===== src/rtl/sram_fifo_wr_packer_if.sv =====
// ---------------------------------------------------------------------------
// sram_fifo_wr_packer_if
//
// Bundles the two handshakes that pass through the write packer: the narrow
// input beat stream and the full-width row push toward the SRAM FIFO.
//
// Handshake rules, for both channels:
//   - Input stream: a beat transfers on a rising edge where in_valid and
//     in_ready are both high. in_last travels with the beat.
//   - Row push: a row transfers on a rising edge where wr_req and wr_ack are
//     both high. Once wr_req rises, it and wr_data stay stable until that
//     transfer. wr_ack is the FIFO's same-cycle response to wr_req, and
//     wr_ack without wr_req has no effect.
//
// Modports:
//   master : the environment side. It drives beats and wr_ack, and observes
//            in_ready and the row push.
//   slave  : the packer side. It consumes beats and drives in_ready,
//            wr_req and wr_data.
//
// Parameters:
//   IN_WIDTH  : input beat width.
//   OUT_WIDTH : packed row width.
// ---------------------------------------------------------------------------
`timescale 1ns/1ps

interface sram_fifo_wr_packer_if #(
  parameter int IN_WIDTH  = 8,
  parameter int OUT_WIDTH = 32
);
  logic                 in_valid;
  logic [IN_WIDTH-1:0]  in_data;
  logic                 in_last;
  logic                 in_ready;
  logic                 wr_req;
  logic [OUT_WIDTH-1:0] wr_data;
  logic                 wr_ack;

  modport master (
    output in_valid,
    output in_data,
    output in_last,
    input  in_ready,
    input  wr_req,
    input  wr_data,
    output wr_ack
  );

  modport slave (
    input  in_valid,
    input  in_data,
    input  in_last,
    output in_ready,
    output wr_req,
    output wr_data,
    input  wr_ack
  );
endinterface


===== src/rtl/sram_fifo_wr_packer.sv =====
// ---------------------------------------------------------------------------
// sram_fifo_wr_packer
//
// Upstream feeder for the SRAM-backed FIFO. The block collects OUT_WIDTH/IN_WIDTH
// narrow beats into one full-width row, using little-endian lane order, so
// beat k lands in lane k. It then pushes the row into the FIFO with a
// wr_req/wr_ack handshake.
//
// A one-row hold register decouples collection from the push. While a row
// waits for wr_ack, the next row keeps filling. Only its final lane stalls,
// and only if the previous row is still unacknowledged.
//
// Ports:
//   clk          : single clock; all logic is on the rising edge.
//   rst_n        : asynchronous active-low reset. It discards any partial
//                  row and any pending row.
//   bus          : sram_fifo_wr_packer_if.slave. Carries the input beat
//                  stream and the row push to the FIFO.
//   words_pushed : count of rows accepted by the FIFO. Wraps at 16 bits.
//   busy         : high while a partial row is being collected or a row is
//                  pending.
//
// Parameters:
//   IN_WIDTH  : input beat width (default 8).
//   OUT_WIDTH : row width (default 32). Must be an integer multiple of
//               IN_WIDTH, with a ratio of at least 2.
//
// Build option:
//   PACKER_LAST_PAD_EN : when defined, an accepted beat with in_last closes
//                        the row early. The lanes above it are zero-filled.
//                        When undefined, in_last is ignored.
// ---------------------------------------------------------------------------
`timescale 1ns/1ps

module sram_fifo_wr_packer #(
  parameter int IN_WIDTH  = 8,
  parameter int OUT_WIDTH = 32
) (
  input  logic                      clk,
  input  logic                      rst_n,
  sram_fifo_wr_packer_if.slave      bus,
  output logic [15:0]               words_pushed,
  output logic                      busy
);

  localparam int BEATS  = OUT_WIDTH / IN_WIDTH;
  localparam int CNT_W  = $clog2(BEATS);
  localparam int PACK_W = OUT_WIDTH - IN_WIDTH;
  localparam logic [CNT_W-1:0] LAST_LANE = CNT_W'(BEATS - 1);

  // Row occupancy. A row can be collecting while another row is pending,
  // so the two flags are independent. The enum names the four combinations.
  typedef enum logic [1:0] {
    ROW_EMPTY        = 2'b00,
    ROW_COLLECT      = 2'b01,
    ROW_PEND         = 2'b10,
    ROW_COLLECT_PEND = 2'b11
  } row_state_t;

  // Registered state and its next-state values.
  logic [CNT_W-1:0]     beat_cnt, beat_cnt_nxt;
  logic [PACK_W-1:0]    pack_reg, pack_nxt;
  logic                 out_val,  out_val_nxt;
  logic [OUT_WIDTH-1:0] out_reg,  out_reg_nxt;
  logic [15:0]          push_cnt, push_cnt_nxt;

  // Per-cycle decode.
  logic                 last_beat;
  logic                 final_lane;
  logic                 accept;
  logic                 close_row;
  logic                 push_done;
  logic [OUT_WIDTH-1:0] row;
  row_state_t           row_state;

`ifdef PACKER_LAST_PAD_EN
  assign last_beat = bus.in_last;
`else
  // in_last has no function in this build.
  logic unused_in_last;
  assign unused_in_last = bus.in_last;
  assign last_beat      = 1'b0;
`endif

  // A beat that would close a row needs the hold register free.
  // in_ready is built from registered state, plus in_last, which travels
  // with the beat. It never depends on wr_ack. As a result, a row being
  // acknowledged this cycle frees the hold register only from the next
  // cycle onward.
  assign final_lane   = (beat_cnt == LAST_LANE) | last_beat;
  assign bus.in_ready = ~final_lane | ~out_val;

  assign accept    = bus.in_valid & bus.in_ready;
  assign close_row = accept & final_lane;
  assign push_done = out_val & bus.wr_ack;

  assign bus.wr_req  = out_val;
  assign bus.wr_data = out_reg;

  // Assemble the closing row from the lanes collected so far. The incoming
  // beat goes in lane beat_cnt. Lanes above it are zero, which only matters
  // for an early in_last close. A full row reduces to {in_data, pack_reg}.
  // Stale lanes left in pack_reg by an earlier short row are masked out
  // here rather than cleared.
  always_comb begin
    row = '0;
    for (int j = 0; j < BEATS - 1; j++) begin
      if (CNT_W'(j) < beat_cnt) begin
        row[j*IN_WIDTH +: IN_WIDTH] = pack_reg[j*IN_WIDTH +: IN_WIDTH];
      end
    end
    for (int j = 0; j < BEATS; j++) begin
      if (CNT_W'(j) == beat_cnt) begin
        row[j*IN_WIDTH +: IN_WIDTH] = bus.in_data;
      end
    end
  end

  // Next-state logic for the collect and hold stages.
  always_comb begin
    beat_cnt_nxt = beat_cnt;
    pack_nxt     = pack_reg;
    out_val_nxt  = out_val;
    out_reg_nxt  = out_reg;
    push_cnt_nxt = push_cnt;

    if (push_done) begin
      out_val_nxt  = 1'b0;
      push_cnt_nxt = push_cnt + 16'd1;
    end

    if (accept) begin
      if (close_row) begin
        // A row loading in the same cycle as an ack overrides the clear.
        // Because in_ready stalls a closing beat while out_val is set, this
        // only happens when out_val was already 0.
        beat_cnt_nxt = '0;
        out_val_nxt  = 1'b1;
        out_reg_nxt  = row;
      end else begin
        beat_cnt_nxt = beat_cnt + CNT_W'(1);
        for (int j = 0; j < BEATS - 1; j++) begin
          if (CNT_W'(j) == beat_cnt) begin
            pack_nxt[j*IN_WIDTH +: IN_WIDTH] = bus.in_data;
          end
        end
      end
    end
  end

  // State register.
  always_ff @(posedge clk or negedge rst_n) begin
    if (!rst_n) begin
      beat_cnt <= '0;
      pack_reg <= '0;
      out_val  <= 1'b0;
      out_reg  <= '0;
      push_cnt <= '0;
    end else begin
      beat_cnt <= beat_cnt_nxt;
      pack_reg <= pack_nxt;
      out_val  <= out_val_nxt;
      out_reg  <= out_reg_nxt;
      push_cnt <= push_cnt_nxt;
    end
  end

  // Row occupancy decode.
  always_comb begin
    row_state = ROW_EMPTY;
    case ({out_val, beat_cnt != '0})
      2'b01:   row_state = ROW_COLLECT;
      2'b10:   row_state = ROW_PEND;
      2'b11:   row_state = ROW_COLLECT_PEND;
      default: row_state = ROW_EMPTY;
    endcase
  end

  assign busy         = (row_state != ROW_EMPTY);
  assign words_pushed = push_cnt;

endmodule

===== src/flat_wrapper.sv =====
// flat-port wrapper written by rule: the top's interface ports become plain ports
module sram_fifo_wr_packer_flat 
#(
  parameter int IN_WIDTH  = 8,
  parameter int OUT_WIDTH = 32
)
  (clk, rst_n, words_pushed, busy, bus_in_valid, bus_in_data, bus_in_last, bus_in_ready, bus_wr_req, bus_wr_data, bus_wr_ack);
  sram_fifo_wr_packer_if #(.IN_WIDTH(IN_WIDTH), .OUT_WIDTH(OUT_WIDTH)) bus_i ();
  input  logic clk;
  input  logic rst_n;
  output logic [15:0] words_pushed;
  output logic busy;
  input wire logic [$bits(bus_i.in_valid)-1:0] bus_in_valid;
  input wire logic [$bits(bus_i.in_data)-1:0] bus_in_data;
  input wire logic [$bits(bus_i.in_last)-1:0] bus_in_last;
  output wire logic [$bits(bus_i.in_ready)-1:0] bus_in_ready;
  output wire logic [$bits(bus_i.wr_req)-1:0] bus_wr_req;
  output wire logic [$bits(bus_i.wr_data)-1:0] bus_wr_data;
  input wire logic [$bits(bus_i.wr_ack)-1:0] bus_wr_ack;
  assign bus_i.in_valid = bus_in_valid;
  assign bus_i.in_data = bus_in_data;
  assign bus_i.in_last = bus_in_last;
  assign bus_in_ready = bus_i.in_ready;
  assign bus_wr_req = bus_i.wr_req;
  assign bus_wr_data = bus_i.wr_data;
  assign bus_i.wr_ack = bus_wr_ack;
  sram_fifo_wr_packer #(.IN_WIDTH(IN_WIDTH), .OUT_WIDTH(OUT_WIDTH)) u_core (.clk(clk), .rst_n(rst_n), .bus(bus_i), .words_pushed(words_pushed), .busy(busy));
endmodule

===== config.mk =====
export PLATFORM = sky130hd
export DESIGN_NAME = sram_fifo_wr_packer_flat
export DESIGN_NICKNAME = d
export VERILOG_FILES = /design/src/rtl/sram_fifo_wr_packer_if.sv /design/src/rtl/sram_fifo_wr_packer.sv /design/src/flat_wrapper.sv
export SDC_FILE = /design/constraint.sdc
export NUM_CORES = 1
export LEC_CHECK = 0
export CORE_MARGIN = 10
export CORE_UTILIZATION = 29
export CTS_CLUSTER_DIAMETER = 40
export DETAILED_ROUTE_END_ITERATION = 8
export PLACE_DENSITY = 0.52
export SLEW_MARGIN = 20
export SYNTH_ARGS = -nofsm -noshare
export SYNTH_HDL_FRONTEND = slang
export SYNTH_SLANG_ARGS = --single-unit

===== constraint.sdc =====
create_clock -name clk -period 2 [get_ports clk]
set_input_delay 0.3 -clock clk [delete_from_list [all_inputs] [get_ports clk]]
set_output_delay 0.3 -clock clk [all_outputs]
set_load 0.03 [all_outputs]

==> results of run 1 <==
[where the power goes]
part           internal, mW  switching [mW]
combinational          1.41            1.69
clock                 0.567           0.512
sequential             2.14           0.372
[cells by family after synthesis]
logic type	Yosys count	synth area share (%)
DFF	75	58.4
AOI/OAI and AO/OA	42	7.09
buffers and inverters	16	2.57
xor gates and xnor gates	15	4.09
and+or+nand+nor	75	11.5
muxes	42	14.4
adders and majority gates	5	1.95
[cell usage in the layout, fill, tap and decap left out]
master	n
xor2_1	4
nor2b_2	1
and3_1	6
buf_4	7
a21oi_1	9
o21ai_0	21
xnor2_1	11
nand3_1	4
clkbuf_8	9
a22oi_1	7
and2_1	1
clkinv_2	2
nor3_4	1
nand3_2	2
bufinv_16	1
dlygate4sd2_1	1
dlygate4sd3_1	1
ha_1	5
nand2_4	1
mux2_2	33
nand2_1	42
nor3_2	1
dfrtp_1	75
inv_1	4
nand4_1	2
mux2i_1	9
nor2_1	12
clkbuf_1	3
nand4_4	1
o21ai_1	5
buf_12	4
clkdlybuf4s50_1	59
and2_4	1
[layout make-up]
class                           instances  area (µm²)  area share [%]
Tap cell                              140         175            4.13
Sequential cell                        75        1880            44.2
Inverter                                4        15.0           0.354
Timing Repair Buffer                   72         742            17.5
Clock buffer                           12         135            3.18
Clock inverter                          3        40.0           0.944
Multi-Input combinational cell        179        1260            29.7
[metrics by stage]
| stage | hold slack (ns) | power (mW) | utilization, % |
|---|---|---|---|
| floorplan | 0.00441 | 4.44 | - |
| global placement | 0.230 | 5.66 | 37.4 |
| detailed placement | 0.231 | 5.72 | 37.4 |
| CTS | 0.405 | 6.83 | 39.1 |
| global route | 0.437 | 7.21 | 39.1 |
| finish | 0.409 | 6.69 | 39.1 |
[worst paths after layout]
kind | cells past startpoint | slack (ns) | from | endpoint
min reg2reg | 1 | 0.48 | u_core.words_pushed[15] | u_core.words_pushed[15]
max reg2reg | 5 | 0.29 | u_core.beat_cnt[0] | u_core.pack_reg[15]
min in group clk | 1 | 0.48 | u_core.words_pushed[15] | u_core.words_pushed[15]
min | 2 | 0.41 | rst_n | u_core.words_pushed[2]
max | 3 | 0.11 | u_core.beat_cnt[0] | bus_in_ready
max in group asynchronous | 3 | 1.01 | rst_n | u_core.bus.wr_data[13]
[worst register-to-register path, stage by stage, from the launching register on]
cell and delay (ns):
dfrtp_1 0.44, ha_1 0.30, nor2b_2 0.18, and3_1 0.22, buf_12 0.13, mux2_2 0.32
[timing repair]
action / 4_1_cts / 5_1_grt
endpoints found under the hold margin: 24 / 0
gates resized for setup: 1 / 0
setup endpoints to repair: 1 / 0
hold buffers: 1 / 0
[metal layers]
metal	GRT usage, %	vias to the layer above	wire length [µm]	share of wire (%)
li1	-	1067	-	-
met1	11.2	1060	3360	47
met2	15.0	59	3240	45
met3	3.89	6	480	6.7
met4	2.44	0	55	0.77
met5	0	-	0	0
==> results.cfg, run 1 <==
[final_layout]
antenna_cells = 0
final_cells = 485
syn_to_final_growth_pct = 32.0
drive_above_1_share_pct = 18.6
final_area_um2 = 4240
largest_reg_flops = 32
final_net_count = 359
n_fill_cell = 1086

[clock_tree]
cts_tree = built
h-tree-depth = 3
clkTransAtPathRegs_ns = 0.07
clock-root-buffer = clkbuf_8
cts_sinks = 75
cts_setup_buffers = 0
cts_buffers = 9
clk-insertion-delay-late_ns = 0.34
clockBufferDepth = 2

[routing]
drtIter0Drc = 111
detail_route.first_pass.iterations = 4
dr_total_vias = 2192
antenna_left = 0
avgViaCountPerCell = 4.52
drc = 0
wl_per_cell_um = 14.7
wl_um = 7140

[sta]
setup_violations = 0
clock_skew_ns = 0.00659
hold_viol_final = 0
timing.final.crit_share_pct = 94.7
period_needed_ns = 1.89
drv_slew = 0
fin_ws_ns = 0.106
rsz0062_at_grt = false
worst_pin_slew_ns = 0.359
tns_ns = 0
max_freq_mhz = 528
slew_headroom_pct = 76.0

[worst_setup_path]
cpMaxStageDelayCell = dfrtp_1
cp_num_buf_inv = 1
critPathMaxFanout = 6
cp.arrival_ns = 1.59
critPathKind = reg2out
cp-end-kind = output port
crit_family = flip-flops
startpoint_type = register
path_cells = ha_1, nand2_1, dlygate4sd2_1
critPathRequiredTime_ns = 1.70
critical_path.max_stage_delay_ns = 0.44

[grt]
grt_usage_pct = 9.30
grt_pass1_wl_um = 12000
grt_pass1_vias = 2337
gr-total-overflow = 0
antenna_found_initial = 0
grt_max_degree = 52

[min_path]
hold_path.class = in2async

[logic_synthesis]
ys_seq_elements = 75
synthFlopType = dfrtp_1
ys_types = 28
yosysWarnings = 0
ys_seq_area_share_pct = 58.4
async_reset_ff_share_pct = 100
syn_nets = 288
synth_area_um2 = 3210
synth_top_area_cell = dfrtp_1
synthCells = 270
yosysTopAreaCellShare_pct = 58.4
synth_area_leaders = dfrtp_1 58%, mux2_2 12%, nand2_1 4.9%
synth_edf_count = 0
syn_avg_cell_area_um2 = 11.9
netlist_top_cells_count = 75 x dfrtp_1, 42 x nand2_1, 33 x mux2_2
synth.most_common_cell = dfrtp_1

[die]
num_rows = 38
die_area_um2 = 15700
coreArea_um2 = 10800
die_w_um = 125
ioPinCount = 64
initial_core_util_pct = 29.6
die_h_um = 125

[power]
powerDensity_nw_per_um2 = 1580
ir_drop_v = 0.000652
p_leak_nw = 1.85

[place]
pre_cts_ws_ns = 0.164
place_inst = 469
io_buffers = 62
place_area_um2 = 4060
dp_hpwl_um = 5250
place.gp.congestion = 0.742

[outcome]
status = finished, final reports clean

[run]
cap_violations = 0
No activity file was read; power rests on OpenSTA's default activity.
==> inputs of run 2 (changes only) <==
--- a/config.mk
+++ b/config.mk
@@ -9,6 +9,7 @@
 export CORE_UTILIZATION = 29
 export CTS_CLUSTER_DIAMETER = 40
 export DETAILED_ROUTE_END_ITERATION = 8
+export HOLD_SLACK_MARGIN = 0.06
 export PLACE_DENSITY = 0.52
 export SLEW_MARGIN = 20
 export SYNTH_ARGS = -nofsm -noshare
==> results of run 2 <==
Final layout, timing and power as in run 1 (identical DEF).
==> inputs of run 3 (changes only) <==
--- a/config.mk
+++ b/config.mk
@@ -9,9 +9,10 @@
 export CORE_UTILIZATION = 29
 export CTS_CLUSTER_DIAMETER = 40
 export DETAILED_ROUTE_END_ITERATION = 8
+export GPL_TIMING_DRIVEN = 0
 export HOLD_SLACK_MARGIN = 0.06
 export PLACE_DENSITY = 0.52
-export SLEW_MARGIN = 20
+export SLEW_MARGIN = 15
 export SYNTH_ARGS = -nofsm -noshare
 export SYNTH_HDL_FRONTEND = slang
 export SYNTH_SLANG_ARGS = --single-unit
==> run 3 against run 2 <==
  * Register-to-register slack worse by 0.06 ns
  * Clock skew up 0.0013 ns
  * Worst hold slack better by 0.018 ns
  * Largest cell class unchanged
  * Highest routed layer unchanged
==> results.cfg, run 3 (same netlist as run 1, synthesis figures left out) <==
[clock_tree]
clkTransAtPathRegs_ns = 0.07
cts_sinks = 75
clock-root-buffer = clkbuf_8
clk-insertion-delay-late_ns = 0.35
cts_buffers = 9
h-tree-depth = 3
cts_tree = built
clockBufferDepth = 2

[final_layout]
final_net_count = 363
largest_reg_flops = 32
antenna_cells = 0
final_area_um2 = 4230
drive_above_1_share_pct = 20.0
utilization_pct = 39.0
seqCellArea_um2 = 1880
multi_input_area_um2 = 1260
n_fill_cell = 1096
layout_commonest_cell = dfrtp_1
syn_to_final_growth_pct = 31.5
mostFrequentLayoutCells = 75 x dfrtp_1, 59 x clkdlybuf4s50_1, 42 x nand2_1, 33 x mux2_2, 21 x o21ai_0

[routing]
drc = 0
highest_layer = met4
wl_met2_um = 3650
wl_met1_um = 3530
antenna_left = 0
detail_route.first_pass.iterations = 4
wl_um = 7890
wl_met3_um = 622
drtIter0Drc = 119
wl_per_cell_um = 16.1
dr_total_vias = 2237
avgViaCountPerCell = 4.57

[worst_setup_path]
critPathKind = reg2out
critPathRequiredTime_ns = 1.70
startpoint_type = register
crit_path_start = u_core.beat_cnt[0]
cp.arrival_ns = 1.53
cp-end-kind = output port
critPathMaxFanout = 10
timing.rr.start = u_core.beat_cnt[0]

[place]
place_area_um2 = 4030
io_buffers = 62
dp_hpwl_um = 5680
place.gp.congestion = 0.739

[power]
powerDensity_nw_per_um2 = 1580
swShare_pct = 39.8
combPwrFrac_pct = 46.3
p_leak_nw = 1.84
ir_drop_v = 0.000591
power_switching_mw = 2.66
p_int_mw = 4.02
power_frac_seq_pct = 37.8
clkPwrFrac_pct = 15.9

[die]
coreArea_um2 = 10800
die_w_um = 125
num_rows = 38
ioPinCount = 64
die_h_um = 125
initial_core_util_pct = 29.6
die_area_um2 = 15700

[sta]
max_freq_mhz = 547
worst_pin_slew_ns = 0.492
timing.final.crit_share_pct = 91.5
slew_headroom_pct = 67.2
setup_violations = 0
drv_slew = 0
hold_viol_final = 0
clock_skew_ns = 0.00794
rsz0062_at_grt = false
tns_ns = 0
period_needed_ns = 1.83

[run]
cap_violations = 0

[grt]
grt_pass1_vias = 2371
antenna_found_initial = 0
grt_usage_pct = 10.1
gr-total-overflow = 0
grt_max_degree = 49
grt_pass1_wl_um = 12700

[outcome]
status = finished, final reports clean

[min_path]
hold_path.class = in2async
-- run 3: cell types whose count changed in the layout (fill, tap and decap cells not counted), sizes merged --
| cell | before | now |
|---|---|---|
| buf | 11 | 12 |
| bufinv | 1 | 0 |
| clkbuf | 12 | 16 |
| clkinvlp | 0 | 2 |
| dlygate4sd2 | 1 | 0 |
-- run 3: final timing paths --
check                                         end  slack, ns  cells past startpoint
max                                          busy       0.17                      5
min                        u_core.words_pushed[2]       0.43                      2
max reg2reg                   u_core.pack_reg[15]       0.23                      6
min reg2reg                u_core.bus.wr_data[15]       0.49                      2
max in group asynchronous     u_core.pack_reg[14]       1.00                      3
min in group clk           u_core.bus.wr_data[15]       0.49                      2
-- run 3: routing by layer --
metal | vias up | track usage, %
met5 | - | 0
met3 | 9 | 4.56
met1 | 1103 | 11.8
li1 | 1069 | -
met2 | 56 | 16.0
met4 | 0 | 3.46
-- run 3: timing repair --
| action | in CTS | in global routing |
|---|---|---|
| endpoints found under the hold margin | 27 | 0 |
| setup buffers | 0 | 0 |
| setup endpoints to repair | 2 | 4 |
| resized for setup | 6 | 7 |
| hold buffers | 1 | 0 |
-- run 3: power groups by stage --
stage          sequential, mW  clock (mW)  combinational [mW]
2_1_floorplan            3.18           0                1.25
4_1_cts                  2.53        1.11                3.15
3_5_place_dp             2.56           0                3.12
6_report                 2.52        1.06                3.09
5_1_grt                  2.61        1.17                3.37
3_3_place_gp             2.54           0                3.08
-- run 3: area by class of cell --
cell class                      instances  area share, %
Buffer                                 12           1.84
Clock buffer                           12           3.67
Clock inverter                          4          0.592
Inverter                                4          0.355
Multi-Input combinational cell        179           29.7
Sequential cell                        75           44.4
Tap cell                              140           4.14
Timing Repair Buffer                   64           15.3
-- run 3: worst max-delay path, stage by stage (launching register included) --
cell	delay, ns
dfrtp_1	0.42
inv_1	0.09
ha_1	0.23
buf_8	0.16
nand2_1	0.08
buf_2	0.20
-- run 3: metrics by stage --
stage,instances,power (mW),setup slack [ns],hold slack [ns]
final,490,6.67,0.171,0.428
after CTS,490,6.79,0.00441,0.429
after global routing,490,7.15,0.0805,0.439
after floorplan,270,4.44,0.281,0.00441
after global placement,472,5.61,-2.15,0.462
after detailed placement,473,5.68,-0.0669,0.256
